`src/rtl/pwm_ramp_ctrl_pkg.sv`:
```
// Shared types for the PWM ramp controller.
//   state_e : FSM encoding, also driven out on the 'state' port
//             (IDLE=00 RAMP=01 HOLD=10 STOP=11).
package pwm_ramp_ctrl_pkg;

  typedef enum logic [1:0] {
    StIdle = 2'b00,
    StRamp = 2'b01,
    StHold = 2'b10,
    StStop = 2'b11
  } state_e;

endpackage

```
`src/rtl/pwm_ramp_ctrl_core.sv`:
```
// PWM core: free-running period counter, duty compare and registered pulse output.
//   clk1ms   : system clock
//   reset    : synchronous, active-high
//   duty     : cycles-high per period (0..PERIOD)
//   clear    : forces counter to 0 and output low on the next edge
//   pwm      : registered pulse output, (cnt < duty) delayed one cycle
//   boundary : high in the last counter cycle of a period (cnt == PERIOD-1)
module pwm_ramp_ctrl_core #(
  parameter int unsigned PERIOD = 20,
  parameter int unsigned DW     = $clog2(PERIOD + 1)
) (
  input  logic          clk1ms,
  input  logic          reset,
  input  logic [DW-1:0] duty,
  input  logic          clear,
  output logic          pwm,
  output logic          boundary
);

  localparam logic [DW-1:0] LastCnt = DW'(PERIOD - 1);

  logic [DW-1:0] cnt_q, cnt_d;
  logic          pwm_q, pwm_d;

  always_comb begin
    boundary = (cnt_q == LastCnt);
    cnt_d    = boundary ? '0 : cnt_q + 1'b1;
    pwm_d    = (cnt_q < duty);
    if (clear) begin
      cnt_d = '0;
      pwm_d = 1'b0;
    end
  end

  always_ff @(posedge clk1ms) begin
    if (reset) begin
      cnt_q <= '0;
      pwm_q <= 1'b0;
    end else begin
      cnt_q <= cnt_d;
      pwm_q <= pwm_d;
    end
  end

  assign pwm = pwm_q;

endmodule

```
`src/rtl/pwm_ramp_ctrl.sv`:
```
// Soft-start/soft-stop duty scheduler in front of the PWM core. Takes target duty requests
// over valid/ready and moves the applied duty toward the target by STEP once per period,
// only at period boundaries. estop forces the output low and parks the FSM in STOP.
//   clk1ms    : system clock          reset    : synchronous, active-high
//   req_valid : target offered        req_duty : target duty (clamped to PERIOD)
//   req_ready : request can be taken  estop    : emergency stop, level-sensitive
//   PWM       : registered pulse      duty_cur : duty applied by the core
//   state     : FSM state             done     : one-cycle pulse when duty_cur hits target
module pwm_ramp_ctrl
  import pwm_ramp_ctrl_pkg::*;
#(
  parameter int unsigned PERIOD = 20,
  parameter int unsigned STEP   = 2,
  parameter int unsigned DW     = $clog2(PERIOD + 1)
) (
  input  logic          clk1ms,
  input  logic          reset,
  input  logic          req_valid,
  input  logic [DW-1:0] req_duty,
  output logic          req_ready,
  input  logic          estop,
  output logic          PWM,
  output logic [DW-1:0] duty_cur,
  output logic [1:0]    state,
  output logic          done
);

  localparam logic [DW:0]   PeriodW = (DW + 1)'(PERIOD);
  localparam logic [DW:0]   StepW   = (DW + 1)'(STEP);
  localparam logic [DW-1:0] StepN   = DW'(STEP);
  localparam logic [DW-1:0] PeriodN = DW'(PERIOD);

  state_e        state_q, state_d;
  logic [DW-1:0] duty_q, duty_d;
  logic [DW-1:0] target_q, target_d;
  logic          done_q, done_d;

  logic          boundary;
  logic          accept;
  logic [DW-1:0] req_clamped;
  logic [DW:0]   up_sum;
  logic [DW-1:0] step_duty;

  assign req_ready   = !reset && (state_q != StStop) && !estop;
  assign accept      = req_valid && req_ready;
  assign req_clamped = ({1'b0, req_duty} > PeriodW) ? PeriodN : req_duty;

  // One ramp step toward target, saturating; widened so neither direction wraps.
  always_comb begin
    up_sum = {1'b0, duty_q} + StepW;
    if (target_q > duty_q) begin
      step_duty = (up_sum >= {1'b0, target_q}) ? target_q : up_sum[DW-1:0];
    end else begin
      step_duty = ({1'b0, duty_q} <= ({1'b0, target_q} + StepW)) ? target_q : duty_q - StepN;
    end
  end

  always_comb begin
    state_d  = state_q;
    duty_d   = duty_q;
    target_d = target_q;
    done_d   = 1'b0;
    if (estop) begin
      state_d  = StStop;
      duty_d   = '0;
      target_d = '0;
    end else if (state_q == StStop) begin
      state_d = StIdle;
    end else begin
      // Boundary step uses the target held before any same-cycle accept.
      if ((state_q == StRamp) && boundary) begin
        duty_d = step_duty;
        if (step_duty == target_q) begin
          state_d = (target_q == '0) ? StIdle : StHold;
          done_d  = 1'b1;
        end
      end
      if (accept) begin
        target_d = req_clamped;
        if (req_clamped == duty_d) begin
          state_d = StHold;
          done_d  = 1'b1;
        end else begin
          state_d = StRamp;
        end
      end
    end
  end

  always_ff @(posedge clk1ms) begin
    if (reset) begin
      state_q  <= StIdle;
      duty_q   <= '0;
      target_q <= '0;
      done_q   <= 1'b0;
    end else begin
      state_q  <= state_d;
      duty_q   <= duty_d;
      target_q <= target_d;
      done_q   <= done_d;
    end
  end

  pwm_ramp_ctrl_core #(
    .PERIOD(PERIOD),
    .DW    (DW)
  ) u_core (
    .clk1ms  (clk1ms),
    .reset   (reset),
    .duty    (duty_q),
    .clear   (estop),
    .pwm     (PWM),
    .boundary(boundary)
  );

  assign duty_cur = duty_q;
  assign state    = state_q;
  assign done     = done_q;

endmodule

```
`config.mk`:
```
export PLATFORM = sky130hd
export DESIGN_NAME = pwm_ramp_ctrl
export DESIGN_NICKNAME = d
export VERILOG_FILES = /design/src/rtl/pwm_ramp_ctrl_pkg.sv /design/src/rtl/pwm_ramp_ctrl_core.sv /design/src/rtl/pwm_ramp_ctrl.sv
export SDC_FILE = /design/constraint.sdc
export NUM_CORES = 1
export LEC_CHECK = 0
export BUFFER_PORTS_ARGS = -buffer_cell sky130_fd_sc_hd__buf_4
export CAP_MARGIN = 20
export CORE_MARGIN = 5
export CORE_UTILIZATION = 40
export CTS_CLUSTER_SIZE = 30
export DETAILED_ROUTE_END_ITERATION = 10
export SLEW_MARGIN = 20
export SYNTH_ARGS = -nofsm -noshare
export SYNTH_HDL_FRONTEND = slang
export SYNTH_HIERARCHICAL = 1
export SYNTH_SLANG_ARGS = --single-unit
```
`constraint.sdc`:
```
create_clock -name clk1ms -period 8.5 [get_ports clk1ms]
set_clock_uncertainty 0.15 [all_clocks]
set_input_delay 0.85 -clock clk1ms [delete_from_list [all_inputs] [get_ports clk1ms]]
set_output_delay 0.85 -clock clk1ms [all_outputs]
set_load 0.05 [all_outputs]
```
After elaboration in Yosys (flattened, before gate mapping)
Cells that the tools add are included.

storage, ports and cells
  logic and storage cells = 54
  input port bits = 9
  output and inout port bits = 10
  register bits after elaboration = 19

cells by class
  bitwise logic cells = 1
  add/subtract/negate cells = 4
  reduce and logical (&&, ||, !) cells = 14
  eq/ne operators = 6
  magnitude comparators = 5
  multiplexer cells = 18

operators by type and width
  cell                 number
  $mux 5               7
  $mux 2               7
  $add 5x2->6 const B  2
  $eq 5x5->1           2
  $reduce_bool 4->1    2
  $ge 6x5->1           1
  $le 5x6->1           1
  $reduce_or 3->1      2
  $add 5x1->5 const B  1
  $eq 5x5->1 const B   1
  $gt 5x5->1           1
  $gt 5x5->1 const B   1
  $logic_not 5->1      1
  $lt 5x5->1           1
  $sub 5x2->5 const B  1
  $logic_and 1x1->1    4
  $mux 1               4
  $reduce_and 2->1     2
  $eq 2x1->1 const B   1
  $eq 2x2->1 const B   1
  $logic_not 1->1      2
  $ne 2x2->1 const B   1
  $reduce_or 2->1      1
  $not 1->1            1

Longest topological paths before layout
Gate-level depths: netlist of the first run.

  depth after elaboration = 12
  mapped depth = 12

By module
Netlist of the first run, hierarchy kept.

by module, submodules not included
  module              area each (um^2)  times used  cells an instance
  pwm_ramp_ctrl       1542.7            1           208
  pwm_ramp_ctrl_core  322.8             1           36

Worst setup path after synthesis of the first run
No wires, ideal clock.

  kind = register to register
  from = reg duty_q[3], in the netlist duty_cur[3]
  to = reg state_q[0], in the netlist state[0]
  path buffers = 2
  required time = 8234 ps
  arrival time = 3113 ps
  setup slack = 5121 ps
  cell stages (with the launch flop) = 13
  clock period less this slack = 3379 ps
  library setup time = 116 ps
  cell sequence = dfxtp_1 > buf_2 > inv_1 > ha_1 > a21o_1 > a221o_1 > and3_1 > buf_6 > and3_1 > a211o_1 > a221oi_2 > o311ai_1 > o211a_1

on the way
  longest elaborated chain between the ends = 12

ends and longest elaborated chain
  item                      line                 text
  start: declaration        pwm_ramp_ctrl.sv:34  logic [DW-1:0] duty_q, duty_d;
  start signal: assignment  pwm_ramp_ctrl.sv:98  duty_q <= duty_d;
  $add 5x2->6               pwm_ramp_ctrl.sv:50  up_sum = {1'b0, duty_q} + StepW;
  $ge 6x5->1                pwm_ramp_ctrl.sv:52  step_duty = (up_sum >= {1'b0, target_q}) ? target_q : up_sum[DW-1:0];
  $mux 5                    pwm_ramp_ctrl.sv:52
  $mux 5                    pwm_ramp_ctrl.sv:51  if (target_q > duty_q) begin
  $mux 5                    pwm_ramp_ctrl.sv:71  if ((state_q == StRamp) && boundary) begin
  $mux 5                    pwm_ramp_ctrl.sv:67  end else if (state_q == StStop) begin
  $mux 5                    pwm_ramp_ctrl.sv:63  if (estop) begin
  $eq 5x5->1                pwm_ramp_ctrl.sv:80  if (req_clamped == duty_d) begin
  $mux 2                    pwm_ramp_ctrl.sv:80
  $mux 2                    pwm_ramp_ctrl.sv:78  if (accept) begin
  $mux 2                    pwm_ramp_ctrl.sv:67
  $mux 2                    pwm_ramp_ctrl.sv:63
  end signal: assignment    pwm_ramp_ctrl.sv:92  state_q <= StIdle;
  end signal: assignment    pwm_ramp_ctrl.sv:97  state_q <= state_d;
  end: declaration          pwm_ramp_ctrl.sv:33  state_e state_q, state_d;

Several ways; a longest one is shown, not always the timed one. The select of a mux whose other input is x is not followed.
A chain may end at the register's enable or synchronous reset.

Worst setup path in the final report of the first run
  from = reg duty_q[1], in the netlist duty_cur[1]
  to = reg state_q[0], in the netlist state[0]

The elaborated chain is that of the path after synthesis.

==> results of run 1 <==
[cell type report]
class | instances | share of cell area, %
well taps | 52 | 3.14
clock inverters | 1 | 0.242
repair buffers | 19 | 6.89
multi-input cells | 193 | 65.0
inverters | 24 | 4.35
clock buffers | 3 | 2.00
flip-flops and latches | 19 | 18.4
[sequential cells by signal, summed over array words and instances, names as in the netlist]
register / count
duty_cur: 5
done: 1
state: 2
u_core/cnt_q: 5
u_core/pwm: 1
target_q: 5
[through the flow]
stage | worst slack (ns) | cells | hold WS [ns] | utilization [%]
after CTS | 4.78 | 311 | 0.343 | 46.6
after floorplan | 5.12 | 244 | 0.280 | -
after global placement | 4.81 | 307 | 0.306 | 45.5
after global routing | 4.57 | 311 | 0.380 | 46.6
after detailed placement | 4.78 | 307 | 0.327 | 45.5
final | 4.77 | 311 | 0.329 | 46.6
[where the power goes]
part,internal [mW],switching [mW],total (mW)
Clock,0.0325,0.0292,0.0617
Sequential,0.0910,0.00361,0.0946
Combinational,0.0174,0.0289,0.0463
Total,0.141,0.0617,0.203
[cells in the mapped netlist (all sizes together) (3+ instances only)]
library cell	count	area, um2
dfxtp	19	380
inv	24	90.1
nand3	18	90.1
and3	9	56.3
a221oi	4	47.6
nor3	6	30.0
o211a	4	40.0
a221o	3	32.5
a21oi	19	95.1
nand2	20	75.1
xnor2	11	96.3
ha	22	275
clkbuf	3	12.5
o21ai	17	85.1
nor2	20	75.1
or3	4	30.0
buf	4	26.3
xor2	5	43.8
[cells by family after synthesis]
group,after synthesis
and+or+nand+nor,86
DFF,19
adders and majority gates,22
AOI/OAI and AO/OA,69
buffers and inverters,32
xor gates and xnor gates,16
[worst max-delay path by stage]
stage,depth (start not counted),endpoint,from
floorplan,12,state[0]$_SDFFE_PP0P_,duty_cur[3]$_SDFFE_PP0N_
global placement,11,state[0]$_SDFFE_PP0P_,duty_cur[1]$_SDFFE_PP0N_
global route,11,state[0]$_SDFFE_PP0P_,duty_cur[1]$_SDFFE_PP0N_
CTS,11,state[0]$_SDFFE_PP0P_,duty_cur[1]$_SDFFE_PP0N_
detailed placement,11,state[0]$_SDFFE_PP0P_,duty_cur[1]$_SDFFE_PP0N_
finish,11,state[0]$_SDFFE_PP0P_,duty_cur[1]$_SDFFE_PP0N_
[placed cells by master, fill, tap and decap left out, types with 2 or more instances in the layout]
| cell | instances |
|---|---|
| clkbuf_8 | 3 |
| nand2_1 | 20 |
| ha_1 | 22 |
| o211ai_1 | 2 |
| a221oi_2 | 2 |
| and2_1 | 2 |
| o211a_1 | 4 |
| xor2_1 | 5 |
| a221oi_1 | 2 |
| nor3_1 | 6 |
| a311oi_1 | 2 |
| or3_1 | 3 |
| buf_4 | 19 |
| nand3_1 | 18 |
| xnor2_1 | 11 |
| a221o_2 | 2 |
| nor2_1 | 20 |
| o21ai_0 | 15 |
| o21ai_1 | 2 |
| o221ai_1 | 2 |
| and3_1 | 9 |
| a21oi_1 | 19 |
| inv_1 | 24 |
| dfxtp_1 | 19 |
| nor2b_1 | 2 |
[critical path, cell delays in order (launching register included)]
cell      delay, ns
dfxtp_1        0.64
inv_1          0.20
ha_1           0.46
ha_1           0.35
nand2_1        0.05
o21ai_0        0.27
nand3_1        0.28
and3_1         0.25
a211o_1        0.28
a221oi_2       0.38
o311ai_1       0.15
o211a_1        0.16
[layer usage]
metal / share of wire (%) / wire length (um) / GRT usage, %
met4: 1.6 / 78 / 4.02
met3: 3.3 / 157 / 1.72
met1: 50 / 2440 / 23.2
met2: 45 / 2160 / 26.5
met5: 0 / 0 / 0
==> reports/qor.txt, run 1 <==
layout cells sized above 1: 12.0%
wire length per cell: 15.5 um
Detail Placement HPWL: 3940 um
Hold EP: u_core/cnt_q[0]$_SDFF_PP0_
total iterations of the first detailed-routing run: 4
Die H: 78.3 um
Synth Net Count: 275
asr flop ratio synth: 0%
VDD IR max: 0.0967 mV
clock-pin slew of the registers on the worst-case setup and hold paths: 0.07 ns
RR Endpoint: state[0]$_SDFFE_PP0P_
routability congestion estimate: 0.916
post-cts repair resize count: 0
worst hold path startpoint: u_core/cnt_q[0]$_SDFF_PP0_
Distinct cells, synth: 51
Worst Hold Depth: 1
global-route wire length before repair: 8200 um
CTS root buf: clkbuf_8
yosys warns: 6
R2R depth: 11
post-synthesis sequential area ratio: 20.4%
status: complete, no violations
Pwr Density: 97.9 nW/um2
Design Area, Final: 2070 um2
DRC viols: 0
reg2reg setup slack: 4.77 ns
Top FF cell, synth: dfxtp_1
critical-path maximum fanout: 10
number of global-route vias before repair: 1739
crit path kind: flop to flop
Hold Buf Count CTS: 0
vias per cell: 5.84
XOR/XNOR Fraction of Synth Area: 7.51%
Routed Antenna Nets: 0
antenna violations before repair: 0
Via Count: 1817
total setup buffers inserted after CTS: 0
Mean Syn Cell Area: 7.65 um2
Num CTS Buffers: 3
Tot Pwr: 203 uW
Die W: 78.3 um
synthesis-to-finish area growth: 10.9%
Clk Latency, worst-skew pair: 0.25 ns
total of max-cap violations: 0
synthesis-stage register bit count: 19
unrepaired setup endpoints after global routing: false
Post-Synth Adder-Cell Area: 14.8%
Mapped Cells: 244
startpoint types: flop
Routed WL: 4830 um
Initial DRC Count: 85
WP data required: 8.50 ns
IO Count: 19
Final setup viols: 0
crit end category: flop
number of synthesized flops with an enable pin: 0
Reg2Reg Launch Point: duty_cur[1]$_SDFFE_PP0N_
Slew Viols, Final: 0
multi-input logic area: 1350 um2
placed cell area: 2020 um2
Sequential Area: 380 um2
Die ar.: 6130 um2
CTS H-tree lvls: 1
Final Hold Viols: 0
largest net degree at the start of global routing: 17
total congestion overflow: 0
core area: 4440 um2
CTS tree: done
static leakage: 0.884 nW
Post-Synthesis Cell Area: 1870 um2
Initial Utilization: 42.0%
worst slew pin tran: 0.527 ns
Peak Freq: 268 MHz
num rows: 24
Period minus WS final: 3.73 ns
count of nets after finishing: 291
Synth Area in Simple Gates: 23.0%
Rel. slew slack: 64.8%
Num Clock Sinks: 19
largest family of logic cells by synthesized area: compound AO/OA/AOI/OAI gates
mux share of post-synthesis cell area: 0%
setup TNS: 0 ns
FILL cells: 468
gr usage total: 16.4%
Arrival @ worst endpoint: 3.72 ns
post-synthesis compound-gate area fraction: 26.8%
CTS Buffer Depth: 2
port buffer count: 18
Hold Path Class: flop to flop
crit share post-route: 43.8%
number of diodes: 0
Note: power is estimated with default switching activity, not from simulation.
==> inputs of run 2 (changes only) <==
==> constraint.sdc (replaced) <==
create_clock -name clk1ms -period 3.15 [get_ports clk1ms]
set_clock_uncertainty 0.15 [all_clocks]
set_input_delay 0.315 -clock clk1ms [delete_from_list [all_inputs] [get_ports clk1ms]]
set_output_delay 0.315 -clock clk1ms [all_outputs]
set_load 0.05 [all_outputs]
==> run 2 against run 1 <==
Against the previous run: flip-flop and latch count unchanged; setup slack worse by 4.7 ns; design area increased by 11%; non-clock buffer count up 21; register-to-register slack lost 4.7 ns; global-route usage grew 1.3 points; critical path depth is the same; highest routed layer unchanged; first-iteration DRC count grew 61%; wire length increased by 13%; via count up 8.8%.
==> reports/qor.txt, run 2 (synthesis gave the netlist of run 1 again) <==
DRC viols: 0 (unchanged)
RR Endpoint: state[0]$_SDFFE_PP0P_ (unchanged)
antenna violations before repair: 0 (unchanged)
CTS tree: done (unchanged)
CTS root buf: clkbuf_8 (unchanged)
setup TNS: 0 ns (unchanged)
synthesis-to-finish area growth: 22.7% (was 10.9%)
Final Hold Viols: 0 (unchanged)
Routed WL: 5470 um (was 4830 um)
Die ar.: 6130 um2 (unchanged)
sequential share of power: 43.5% (was 46.7%)
core area: 4440 um2 (unchanged)
Placement Setup Slack: 0.0334 ns (was 4.78 ns)
count of nets after finishing: 312 (was 291)
CP max-delay cell: a221o_1 (was dfxtp_1)
dpl cells: 326 (was 307)
Period minus WS final: 3.03 ns (was 3.73 ns)
Via Count: 1976 (was 1817)
post-route insts no fill: 332 (was 311)
reg2reg setup slack: 0.12 ns (was 4.77 ns)
number of diodes: 0 (unchanged)
unrepaired setup endpoints after global routing: false (unchanged)
num rows: 24 (unchanged)
vias per cell: 5.95 (was 5.84)
IO Count: 19 (unchanged)
Peak Freq: 330 MHz (was 268 MHz)
wire length per cell: 16.5 um (was 15.5 um)
clock-pin slew of the registers on the worst-case setup and hold paths: 0.08 ns (was 0.07 ns)
Reg2Reg Launch Point: target_q[2]$_SDFFE_PP0P_ (was duty_cur[1]$_SDFFE_PP0N_)
Hold Path Class: input port to flop (was flop to flop)
commonest non-fill, non-tap cell in the layout: buf_4 (was inv_1)
startpoint types: flop (unchanged)
Critical Path End: state[0]$_SDFFE_PP0P_ (unchanged)
Arrival @ worst endpoint: 3.04 ns (was 3.72 ns)
Top delay family on crit path: compound AO/OA/AOI/OAI gates (unchanged)
slowest stage delay, CP: 0.36 ns (was 0.64 ns)
Num CTS Buffers: 3 (unchanged)
crit path kind: flop to flop (unchanged)
Die H: 78.3 um (unchanged)
number of global-route vias before repair: 1696 (was 1739)
post-route setup slack: 0.117 ns (was 4.77 ns)
total congestion overflow: 0 (unchanged)
global-route wire length before repair: 8620 um (was 8200 um)
combinational share of power: 26.2% (was 22.9%)
VDD IR max: 0.234 mV (was 0.0967 mV)
WP buf/inv: 2 (was 1)
largest net degree at the start of global routing: 14 (was 17)
CTS Buffer Depth: 2 (unchanged)
Hold Buf Count CTS: 0 (unchanged)
Psw: 185 uW (was 61.7 uW)
status: complete, no violations (unchanged)
crit share post-route: 96.3% (was 43.8%)
Worst path depth: 11 (unchanged)
total of max-cap violations: 0 (unchanged)
WP data required: 3.16 ns (was 8.50 ns)
multi-input logic area: 1400 um2 (was 1350 um2)
Rel. slew slack: 66.5% (was 64.8%)
Pwr Density: 253 nW/um2 (was 97.9 nW/um2)
Detail Placement HPWL: 4320 um (was 3940 um)
routability congestion estimate: 0.921 (was 0.916)
Internal: 394 uW (was 141 uW)
Die W: 78.3 um (unchanged)
Clock power frac: 30.3% (was 30.5%)
Num Clock Sinks: 19 (unchanged)
static leakage: 1.01 nW (was 0.884 nW)
Slew Viols, Final: 0 (unchanged)
commonest cells after routing, fill and taps aside: 40 x buf_4, 24 x inv_1, 22 x ha_1 (was 24 x inv_1, 22 x ha_1, 20 x nand2_1, 20 x nor2_1)
gr usage total: 17.7% (was 16.4%)
critical-path cell list: buf_4 -> buf_4 -> ha_1 -> and3_1 -> a221o_1 -> and3_2 -> and3_1 -> a211o_1 -> a221oi_2 -> o311ai_1 -> o211a_1 (was inv_1 -> ha_1 -> ha_1 -> nand2_1 -> o21ai_0 -> nand3_1 -> and3_1 -> a211o_1 -> a221oi_2 -> o311ai_1 -> o211a_1)
CTS H-tree lvls: 1 (unchanged)
Sequential Area: 389 um2 (was 380 um2)
Initial DRC Count: 137 (was 85)
Initial Utilization: 42.0% (unchanged)
layout cells sized above 1: 23.2% (was 12.0%)
crit end category: flop (unchanged)
Routed Antenna Nets: 0 (unchanged)
crit path launch: target_q[2]$_SDFFE_PP0P_ (was duty_cur[1]$_SDFFE_PP0N_)
Clk Latency, worst-skew pair: 0.26 ns (was 0.25 ns)
switching part of the total: 32.0% (was 30.5%)
total iterations of the first detailed-routing run: 4 (unchanged)
FILL cells: 436 (was 468)
Final setup viols: 0 (unchanged)
port buffer count: 18 (unchanged)
worst slew pin tran: 0.498 ns (was 0.527 ns)
R2R depth: 11 (unchanged)
critical-path maximum fanout: 6 (was 10)
[run 2: worst min path at each step]
stage | endpoint | startpoint | slack (ns) | cells after the start
floorplan | u_core/cnt_q[3]$_SDFF_PP0_ | estop | 0.24 | 1
global placement | u_core/cnt_q[0]$_SDFF_PP0_ | u_core/cnt_q[0]$_SDFF_PP0_ | 0.30 | 1
detailed placement | u_core/cnt_q[0]$_SDFF_PP0_ | u_core/cnt_q[0]$_SDFF_PP0_ | 0.30 | 1
CTS | u_core/cnt_q[3]$_SDFF_PP0_ | estop | 0.12 | 2
global route | u_core/cnt_q[3]$_SDFF_PP0_ | reset | 0.13 | 2
finish | u_core/cnt_q[3]$_SDFF_PP0_ | estop | 0.12 | 2
[run 2: metal layers]
metal / global-route usage, % / vias to the layer above / wire, um
met5: 0 / - / 0
met4: 6.64 / 0 / 182
met3: 2.29 / 15 / 327
met2: 26.2 / 71 / 2360
met1: 25.9 / 926 / 2600
li1: - / 964 / -
[run 2: power groups by stage]
stage | clock network [mW] | logic, mW | registers [mW]
after floorplan | 0 | 0.0880 | 0.263
after global placement | 0 | 0.137 | 0.257
after detailed placement | 0 | 0.138 | 0.257
after CTS | 0.180 | 0.138 | 0.252
after global routing | 0.196 | 0.164 | 0.253
final | 0.176 | 0.152 | 0.252
[run 2: repair_timing]
item / 4_1_cts / 5_1_grt
setup buffers: 0 / 2
gates resized for setup: 0 / 12
setup endpoints to repair: 0 / 3
endpoints found under the hold margin: 0 / 0
[run 2: area by class of cell]
type / instances / share of cell area [%]
well taps: 52 / 2.84
multi-input cells: 193 / 61.1
repair buffers: 40 / 13.1
flip-flops and latches: 19 / 17.0
clock inverters: 1 / 0.219
inverters: 24 / 3.93
clock buffers: 3 / 1.80
[run 2: metrics by stage]
step / power, mW / hold slack (ns) / util, % / instance area [um2]
5_1_grt: 0.613 / 0.126 / 51.5 / 2290
3_3_place_gp: 0.395 / 0.301 / 48.9 / 2170
3_5_place_dp: 0.395 / 0.301 / 48.9 / 2170
2_1_floorplan: 0.351 / 0.242 / - / 1870
6_report: 0.579 / 0.123 / 51.5 / 2290
4_1_cts: 0.570 / 0.124 / 49.9 / 2220
